File: src/rtl/controlador_cursor.sv
// Cursor/menu controller for the 3x3 shape grid: edge moves, auto-repeat, confirm, timeout.
// Optional CURSOR_WRAP_EN: wrap around grid edges instead of saturating.
module controlador_cursor #(
    parameter int REPEAT_DELAY  = 50000000,
    parameter int REPEAT_PERIOD = 10000000,
    parameter int TIMEOUT       = 500000000
) (
    input  logic       Clk,
    input  logic       Reset,
    input  logic       Arriba,
    input  logic       Abajo,
    input  logic       Izquierda,
    input  logic       Derecha,
    input  logic       Select,
    output logic [8:0] Cursor,
    output logic [1:0] Fila,
    output logic [1:0] Columna,
    output logic [3:0] Figura,
    output logic       Valida,
    output logic       Enter
);

    localparam int RMAX = (REPEAT_DELAY > REPEAT_PERIOD) ? REPEAT_DELAY : REPEAT_PERIOD;
    localparam int RW   = (RMAX > 1) ? $clog2(RMAX) : 1;
    localparam int TW   = (TIMEOUT > 1) ? $clog2(TIMEOUT) : 1;

    localparam logic [RW-1:0] RD_LAST = RW'(REPEAT_DELAY - 1);
    localparam logic [RW-1:0] RP_LAST = RW'(REPEAT_PERIOD - 1);
    localparam logic [TW-1:0] TO_LAST = TW'(TIMEOUT - 1);

    typedef enum logic [1:0] {
        IDLE,
        HOLD,
        REPEAT,
        LOCK
    } state_t;

    state_t        state_q, state_d;
    logic [RW-1:0] rcnt_q, rcnt_d;
    logic [TW-1:0] icnt_q, icnt_d;
    logic [4:0]    prev_q;

    logic [3:0] dir, dir_v;
    logic       one_hot, fresh, sel_edge, any_in;
    logic [1:0] mv_fila, mv_col;
    logic [1:0] fila_d, col_d;
    logic [3:0] fig_d;
    logic       val_d, ent_d;
    logic       do_move, do_confirm;
    logic [RW-1:0] r_last;

    function automatic logic [3:0] index(input logic [1:0] f, input logic [1:0] c);
        return {f, 2'b00} - {2'b00, f} + {2'b00, c};
    endfunction

    function automatic logic [1:0] inc3(input logic [1:0] v);
`ifdef CURSOR_WRAP_EN
        return (v == 2'd2) ? 2'd0 : v + 2'd1;
`else
        return (v == 2'd2) ? 2'd2 : v + 2'd1;
`endif
    endfunction

    function automatic logic [1:0] dec3(input logic [1:0] v);
`ifdef CURSOR_WRAP_EN
        return (v == 2'd0) ? 2'd2 : v - 2'd1;
`else
        return (v == 2'd0) ? 2'd0 : v - 2'd1;
`endif
    endfunction

    assign dir      = {Arriba, Abajo, Izquierda, Derecha};
    assign one_hot  = (dir != 4'd0) && ((dir & (dir - 4'd1)) == 4'd0);
    assign dir_v    = one_hot ? dir : 4'd0;
    assign fresh    = one_hot && (dir != prev_q[4:1]);
    assign sel_edge = Select && !prev_q[0];
    assign any_in   = |{dir, Select};
    assign r_last   = (state_q == HOLD) ? RD_LAST : RP_LAST;

    always_comb begin
        mv_fila = Fila;
        mv_col  = Columna;
        unique case (1'b1)
            dir_v[3]: mv_fila = dec3(Fila);
            dir_v[2]: mv_fila = inc3(Fila);
            dir_v[1]: mv_col  = dec3(Columna);
            dir_v[0]: mv_col  = inc3(Columna);
            default: ;
        endcase
    end

    always_comb begin
        state_d    = state_q;
        rcnt_d     = rcnt_q;
        icnt_d     = icnt_q;
        fila_d     = Fila;
        col_d      = Columna;
        fig_d      = Figura;
        val_d      = Valida;
        ent_d      = 1'b0;
        do_move    = 1'b0;
        do_confirm = 1'b0;
        unique case (state_q)
            IDLE: begin
                if (sel_edge) begin
                    do_confirm = 1'b1;
                end else if (fresh) begin
                    do_move = 1'b1;
                    rcnt_d  = '0;
                    icnt_d  = '0;
                    state_d = HOLD;
                end else if (any_in) begin
                    icnt_d = '0;
                end else if (icnt_q == TO_LAST) begin
                    fila_d = 2'd0;
                    col_d  = 2'd0;
                    icnt_d = '0;
                end else begin
                    icnt_d = icnt_q + TW'(1);
                end
            end
            HOLD, REPEAT: begin
                if (sel_edge) begin
                    do_confirm = 1'b1;
                end else if (!one_hot) begin
                    rcnt_d  = '0;
                    icnt_d  = '0;
                    state_d = IDLE;
                end else if (fresh) begin
                    do_move = 1'b1;
                    rcnt_d  = '0;
                    state_d = HOLD;
                end else if (rcnt_q == r_last) begin
                    // Edge-saturated moves still advance the repeat timing
                    do_move = 1'b1;
                    rcnt_d  = '0;
                    state_d = REPEAT;
                end else begin
                    rcnt_d = rcnt_q + RW'(1);
                end
            end
            LOCK: begin
                if (!any_in) begin
                    icnt_d  = '0;
                    rcnt_d  = '0;
                    state_d = IDLE;
                end
            end
            default: state_d = IDLE;
        endcase
        if (do_move) begin
            fila_d = mv_fila;
            col_d  = mv_col;
        end
        if (do_confirm) begin
            fig_d   = index(Fila, Columna);
            val_d   = 1'b1;
            ent_d   = 1'b1;
            rcnt_d  = '0;
            icnt_d  = '0;
            state_d = LOCK;
        end
    end

    always_ff @(posedge Clk) begin
        if (Reset) begin
            state_q <= IDLE;
            rcnt_q  <= '0;
            icnt_q  <= '0;
            prev_q  <= '0;
            Fila    <= 2'd0;
            Columna <= 2'd0;
            Cursor  <= 9'd1;
            Figura  <= 4'd0;
            Valida  <= 1'b0;
            Enter   <= 1'b0;
        end else begin
            state_q <= state_d;
            rcnt_q  <= rcnt_d;
            icnt_q  <= icnt_d;
            prev_q  <= {dir, Select};
            Fila    <= fila_d;
            Columna <= col_d;
            Cursor  <= 9'd1 << index(fila_d, col_d);
            Figura  <= fig_d;
            Valida  <= val_d;
            Enter   <= ent_d;
        end
    end

endmodule

File: config.mk
export PLATFORM = sky130hd
export DESIGN_NAME = controlador_cursor
export DESIGN_NICKNAME = d
export VERILOG_FILES = /design/src/rtl/controlador_cursor.sv
export SDC_FILE = /design/constraint.sdc
export NUM_CORES = 1
export LEC_CHECK = 0
export BUFFER_PORTS_ARGS = -buffer_cell sky130_fd_sc_hd__buf_2
export CELL_PAD_IN_SITES_DETAIL_PLACEMENT = 0
export CELL_PAD_IN_SITES_GLOBAL_PLACEMENT = 1
export CORE_UTILIZATION = 37
export DETAILED_ROUTE_END_ITERATION = 10
export GPL_TIMING_DRIVEN = 0
export PLACE_DENSITY_LB_ADDON = 0.15
export SYNTH_ARGS = -nofsm -noshare
export SYNTH_HDL_FRONTEND = slang
export SYNTH_SLANG_ARGS = --single-unit
File: constraint.sdc
create_clock -name Clk -period 5.2 [get_ports Clk]
set_input_delay 1.56 -clock Clk [delete_from_list [all_inputs] [get_ports Clk]]
set_output_delay 1.56 -clock Clk [all_outputs]
set_load 0.01 [all_outputs]
; ---- After elaboration in Yosys (flattened, before gate mapping)
; Index checks and enable logic that the tools add are counted.
[classes]
addsub = 11
eq_ne = 18
n_shift = 1
n_mux = 55
bitwise_logic = 1
reduce_logical = 16
[ops]
columns = operator, count
row1 = 26-bit two-way mux, 8
row2 = 29-bit two-way mux, 7
row3 = 29-bit case mux with 3 select lines, 1
row4 = 26-bit case mux with 3 select lines, 1
row5 = 2-bit two-way mux, 24
row6 = "29-bit by 1-bit adder with 29-bit output, second input constant", 1
row7 = "29-bit == test, second input constant", 1
row8 = "26-bit by 1-bit adder with 26-bit output, second input constant", 1
row9 = 26-bit == test, 1
row10 = "3-bit inequality test, second input constant", 4
row11 = "2-bit inequality test, second input constant", 5
row12 = 1-bit two-way mux, 9
row13 = "1-bit by 4-bit left shift with 9-bit output, first input constant", 1
row14 = 4-bit by 2-bit adder with 4-bit output, 2
row15 = "2-bit == test, second input constant", 4
row16 = 2-bit case mux with 2 select lines, 2
row17 = 4-bit AND reduction, 2
row18 = 4-bit by 2-bit subtractor with 4-bit output, 2
row19 = 2-bit logical NOT, 3
row20 = 2-bit case mux with 3 select lines, 1
row21 = "5-bit inequality test, second input constant", 1
row22 = 5-bit AND reduction, 1
row23 = 5-bit OR reduction, 1
row24 = "2-bit by 1-bit adder with 2-bit output, second input constant", 2
row25 = other kinds (13), 17
[word_totals]
regBits = 81
input_bits = 7
out_inout_bits = 19
word_cells = 112

; ---- Logic depth before layout (Yosys ltp)
[depth]
word_depth = 13
mapped_depth = 16
ltp_nobuf = 16

; ---- Worst setup path after synthesis
; OpenSTA, ideal clock, no wires.
[synth_timing]
kind = input -> register
startpoint = input Izquierda
endpoint = register Cursor[5]
setup_time_ps = 92
arrival_ps = 4769
required_ps = 5108
setup_slack_ps = 339
cell_stages = 14
n_path_buf = 1
cell_sequence = buf_2 > xor2_1 > nor4_2 > a21oi_1 > o21ai_4 > mux2i_4 > inv_1 > ha_1 > or2_2 > nor3_1 > o21ai_0 > and3_1 > mux4_2 > nor4_1
[synth_between]
elab_chain_len = 13
elab_cells_between_ends = 30
classes_between = add/sub: 3 / eq/ne: 1 / shift: 1 / mux: 19 / bitwise: 1 / reduce/logical: 5
[synth_rtl]
columns = element, line
row1 = start: declaration, 12  ; input logic Izquierda,
row2 = 4-bit by 1-bit subtractor with 4-bit output, 73  ; assign one_hot = (dir != 4'd0) && ((dir & (dir - 4'd1)) == 4'd0);
row3 = 4-bit bitwise AND, 73
row4 = 4-bit logical NOT, 73
row5 = 1-bit logical AND, 73
row6 = 1-bit logical AND, 75  ; assign fresh = one_hot && (dir != prev_q[4:1]);
row7 = 1-bit two-way mux, 129  ; end else if (fresh) begin
row8 = 1-bit two-way mux, 125  ; end else if (!one_hot) begin
row9 = 1-bit two-way mux, 123  ; if (sel_edge) begin
row10 = 1-bit case mux with 2 select lines, 103  ; unique case (state_q)
row11 = 2-bit two-way mux, 151  ; if (do_move) begin
row12 = 4-bit by 2-bit subtractor with 4-bit output, 53  ; return {f, 2'b00} - {2'b00, f} + {2'b00, c};
row13 = 4-bit by 2-bit adder with 4-bit output (*), 53
row14 = 1-bit by 4-bit left shift with 9-bit output (*), 184  ; Cursor <= 9'd1 << index(fila_d, col_d);
row15 = end signal: assignment, 184
row16 = end: declaration, 15  ; output logic [8:0] Cursor,
; Every way passes the cells marked *; elsewhere a longest branch is shown, timed or not.
; A chain may end at the register's enable or synchronous reset.

; ---- Worst setup path in the final report
[layout_timing]
startpoint = input Derecha
endpoint = register Cursor[7]
[layout_between]
elab_chain_len = 13
elab_cells_between_ends = 30
classes_between = add/sub: 3 / eq/ne: 1 / shift: 1 / mux: 19 / bitwise: 1 / reduce/logical: 5
[layout_rtl]
columns = element, line
row1 = start: declaration, 13  ; input logic Derecha,
row2 = 4-bit by 1-bit subtractor with 4-bit output, 73
row3 = 4-bit bitwise AND, 73
row4 = 4-bit logical NOT, 73
row5 = 1-bit logical AND, 73
row6 = 1-bit logical AND, 75
row7 = 1-bit two-way mux, 129
row8 = 1-bit two-way mux, 125
row9 = 1-bit two-way mux, 123
row10 = 1-bit case mux with 2 select lines, 103
row11 = 2-bit two-way mux, 151
row12 = 4-bit by 2-bit subtractor with 4-bit output, 53
row13 = 4-bit by 2-bit adder with 4-bit output (*), 53
row14 = 1-bit by 4-bit left shift with 9-bit output (*), 184
; Marked as above.

==> results.md <==
* Status: complete, no violations
* # diodes at 0
* Iter 0 DRT Violations at between 200 and 250
* Fmax at between 200 and 250 MHz
* Most frequent cells in the layout: 85 x nor2_1, 81 x dfxtp_1, 34 x nand2_1
* Storage cell area at 1620 um2
* Clock Tree Root: clkbuf_16
* CP bufs+invs at 2
* Dpl hpwl at 8050 um
* Final setup vio count at 0
* Residual DRC count at 0
* Sink Count at between 80 and 90
* Initial Util at 38.2%
* VDD IR max at between 150 and 200 uV
* Port Buf Inserts at 22
* Initial antenna violation count at 0
* FP Rows at 39
* Non-Filler Instances at 706
* Largest net degree at the start of global routing at 14
* Die Y at 111 um
* Die X at about 110 um
* IO Pins at 26
* Post-DR wirelength/cell at ~15 um
* Hold Crit Depth at 2
* Gpl congestion at a little over 0.8
* Critical Path RT at 5.44 ns
* Worst setup margin at roughly 0.32 ns
* Global route overflow at 0
* Sequential fraction of the synthesis area at between 30 and 40%
* DRT Pass-1 Iters at 4
* Skew-Pair Late Insertion Delay at 0.34 ns
* Crit path capture type: flip-flop
* First-pass GRT wire length at 18,000 um
* Synth Register Bits at 81
* Synth async-reset ratio at 0%
* Largest delay share family, worst path: simple AND/OR/NAND/NOR gates
* DIE AREA at 12,300 um2
* Vias in the first global route at around 3,500
* Placement-stage worst setup slack at -0.273 ns
* Total power divided by cell area at between 300 and 400 nW/um2
* Min-delay worst type: reg2reg
* Synth Cell Area at approximately 4400 um2
* Mapped Avg Cell Area at around 8.4 um2
* Worst Path Max Fanout at 10
* Fin crit period at ~4.9 ns
* CP max stage delay at about 0.54 ns
* CP cell instances: buf_2, xor2_1, nor4_4, a21oi_1, o21ai_4, mux2i_4, inv_1, ha_1, or2_2, nor3_1, o21ai_0, and3_1, mux4_2, nor4_1
* Clk slew on worst S/H paths at around 0.060 ns
* Slowest cell on crit path: mux4_2
* DRT antenna net count at 0
* Worst path depth at 14
* MaxCap Viol Count at 0
* Post-synth top area cell: dfxtp_1
* Leakage at approximately 1.8 nW
* Final core utilization at 44.1%
* DP Cell Count at just under 700
* CTS tree: yes
* Synth Flop Type: dfxtp_1
* Yosys warns at 0
* Final hold vios at 0
* Slew Viols, Final at 0
* Core area at 11,500 um2
* Number of synthesized flops with an enable pin at 0
* Multi-input gate area at roughly 2700 um2
* Vias at 3,773
* Worst reg-to-reg path cell count at 12
* Slew HR at about a third
* Pwr Total at 1.58 mW
* Most common cell after layout, fill and taps aside: nor2_1
* Total Routed Length at 10,800 um
* Data arrival, critical path at 5.12 ns
* Fill count at roughly 1,200
* Nets@finish at just under 600
* Critical path type: in2reg
* Area Overhead vs Synth at 15.3%
* Worst slew pin tran at ~1.0 ns
* H-tree levels at 3
* Cells after synthesis at ~530
* Worst Skew at 0.00594 ns
* Synth top area share at 36.8%
* Vias per Instance at between 5 and 6
* Inserted Clock Buffers at 9
* Total GRT Usage at a little under a fifth
* Postcts setup bufs at 0
* Startpoint Class: primary input
* Clk buf depth at 2
* Mapped Nets at around 550
* Final Cycle Share at 93.9%
* RSZ-0062 raised after global routing: false
* Top cells by area, synth: dfxtp_1 37%, nor2_1 7.2%, xor2_1 6.2%
* Distinct cells, synth at 60
* Share of cells above drive strength 1 at a little under an eighth
-- power breakdown --
part           total, mW  internal, mW  switching (mW)
logic              0.186        0.0618           0.124
clock network      0.751         0.494           0.257
registers          0.643         0.634         0.00901
total               1.58          1.19           0.390
-- cell usage after synthesis, types with 3 or more instances --
master / count
nand3b_1: 4
nor3_1: 16
nand2b_1: 3
nand2_1: 34
or3_1: 10
nand3_1: 24
clkbuf_1: 15
nor2_1: 85
xnor2_1: 15
mux2i_1: 3
dfxtp_1: 81
nor4b_1: 6
or2_2: 3
o21a_1: 3
and4_1: 4
ha_1: 17
a211oi_1: 10
nand4_1: 19
and3_1: 11
nor2b_1: 12
inv_1: 15
o21ai_0: 18
or4_1: 3
xor2_1: 31
and2_1: 4
o211ai_1: 5
a21oi_1: 19
buf_2: 6
nor4_1: 11
-- area by class of cell --
type                       instances  area share (%)
buffer                            21            1.70
clock buffer                      11            4.98
clock inverter                     4            1.95
inverter                          15            1.11
multi-input combinational        409            52.6
sequential                        81            32.0
tap                              143            3.53
timing repair buffer              22            2.17
-- sequential cells by signal, indices dropped and copies added (netlist names) --
name     cells
prev_q       5
rcnt_q      26
Columna      2
state_q      2
Enter        1
icnt_q      29
Valida       1
Figura       4
Fila         2
Cursor       9
-- final timing paths --
check             slack [ns]        from   endpoint
setup / recovery        0.32     Derecha  Cursor[7]
hold / removal          0.48      Valida     Valida
setup reg to reg        0.86  rcnt_q[14]  Cursor[7]
hold reg to reg         0.48      Valida     Valida
-- repair_timing --
item	in CTS	in global routing
gates resized for setup	0	6
hold buffers	0	0
endpoints found under the setup margin	0	8
-- logic make-up after synthesis --
kind of cell | after synthesis | share of synthesized area, %
AO/OA/AOI/OAI | 76 | 11.9
XOR/XNOR | 46 | 9.15
adder cells (fa/ha/maj) | 19 | 5.74
buffers and inverters | 36 | 3.24
flip-flops | 81 | 36.8
multiplexers | 6 | 1.96
AND/OR/NAND/NOR | 262 | 31.1
-- metal layers --
layer	part of all wire [%]	vias to the layer above	global-route usage, %
met1	52	1786	25.6
met2	44	41	28.1
met3	2.7	12	4.16
met4	1.3	0	6.22
li1	-	1934	-
met5	0	-	0
-- worst min-delay path, delay by kind of cell (launching register included) --
family        cells  cell delay [ns]
flops             1             0.33
simple gates      2             0.12
-- metrics by stage --
step           cell area (um2)  setup TNS (ns)  hold WS, ns
6_report                  5070               0        0.482
5_1_grt                   5070               0        0.500
4_1_cts                   5040               0        0.485
3_5_place_dp              4690          -0.888        0.471
3_3_place_gp              4690           -1.05        0.456
2_1_floorplan             4400               0        0.454
Power figures use the tool's default switching activity.
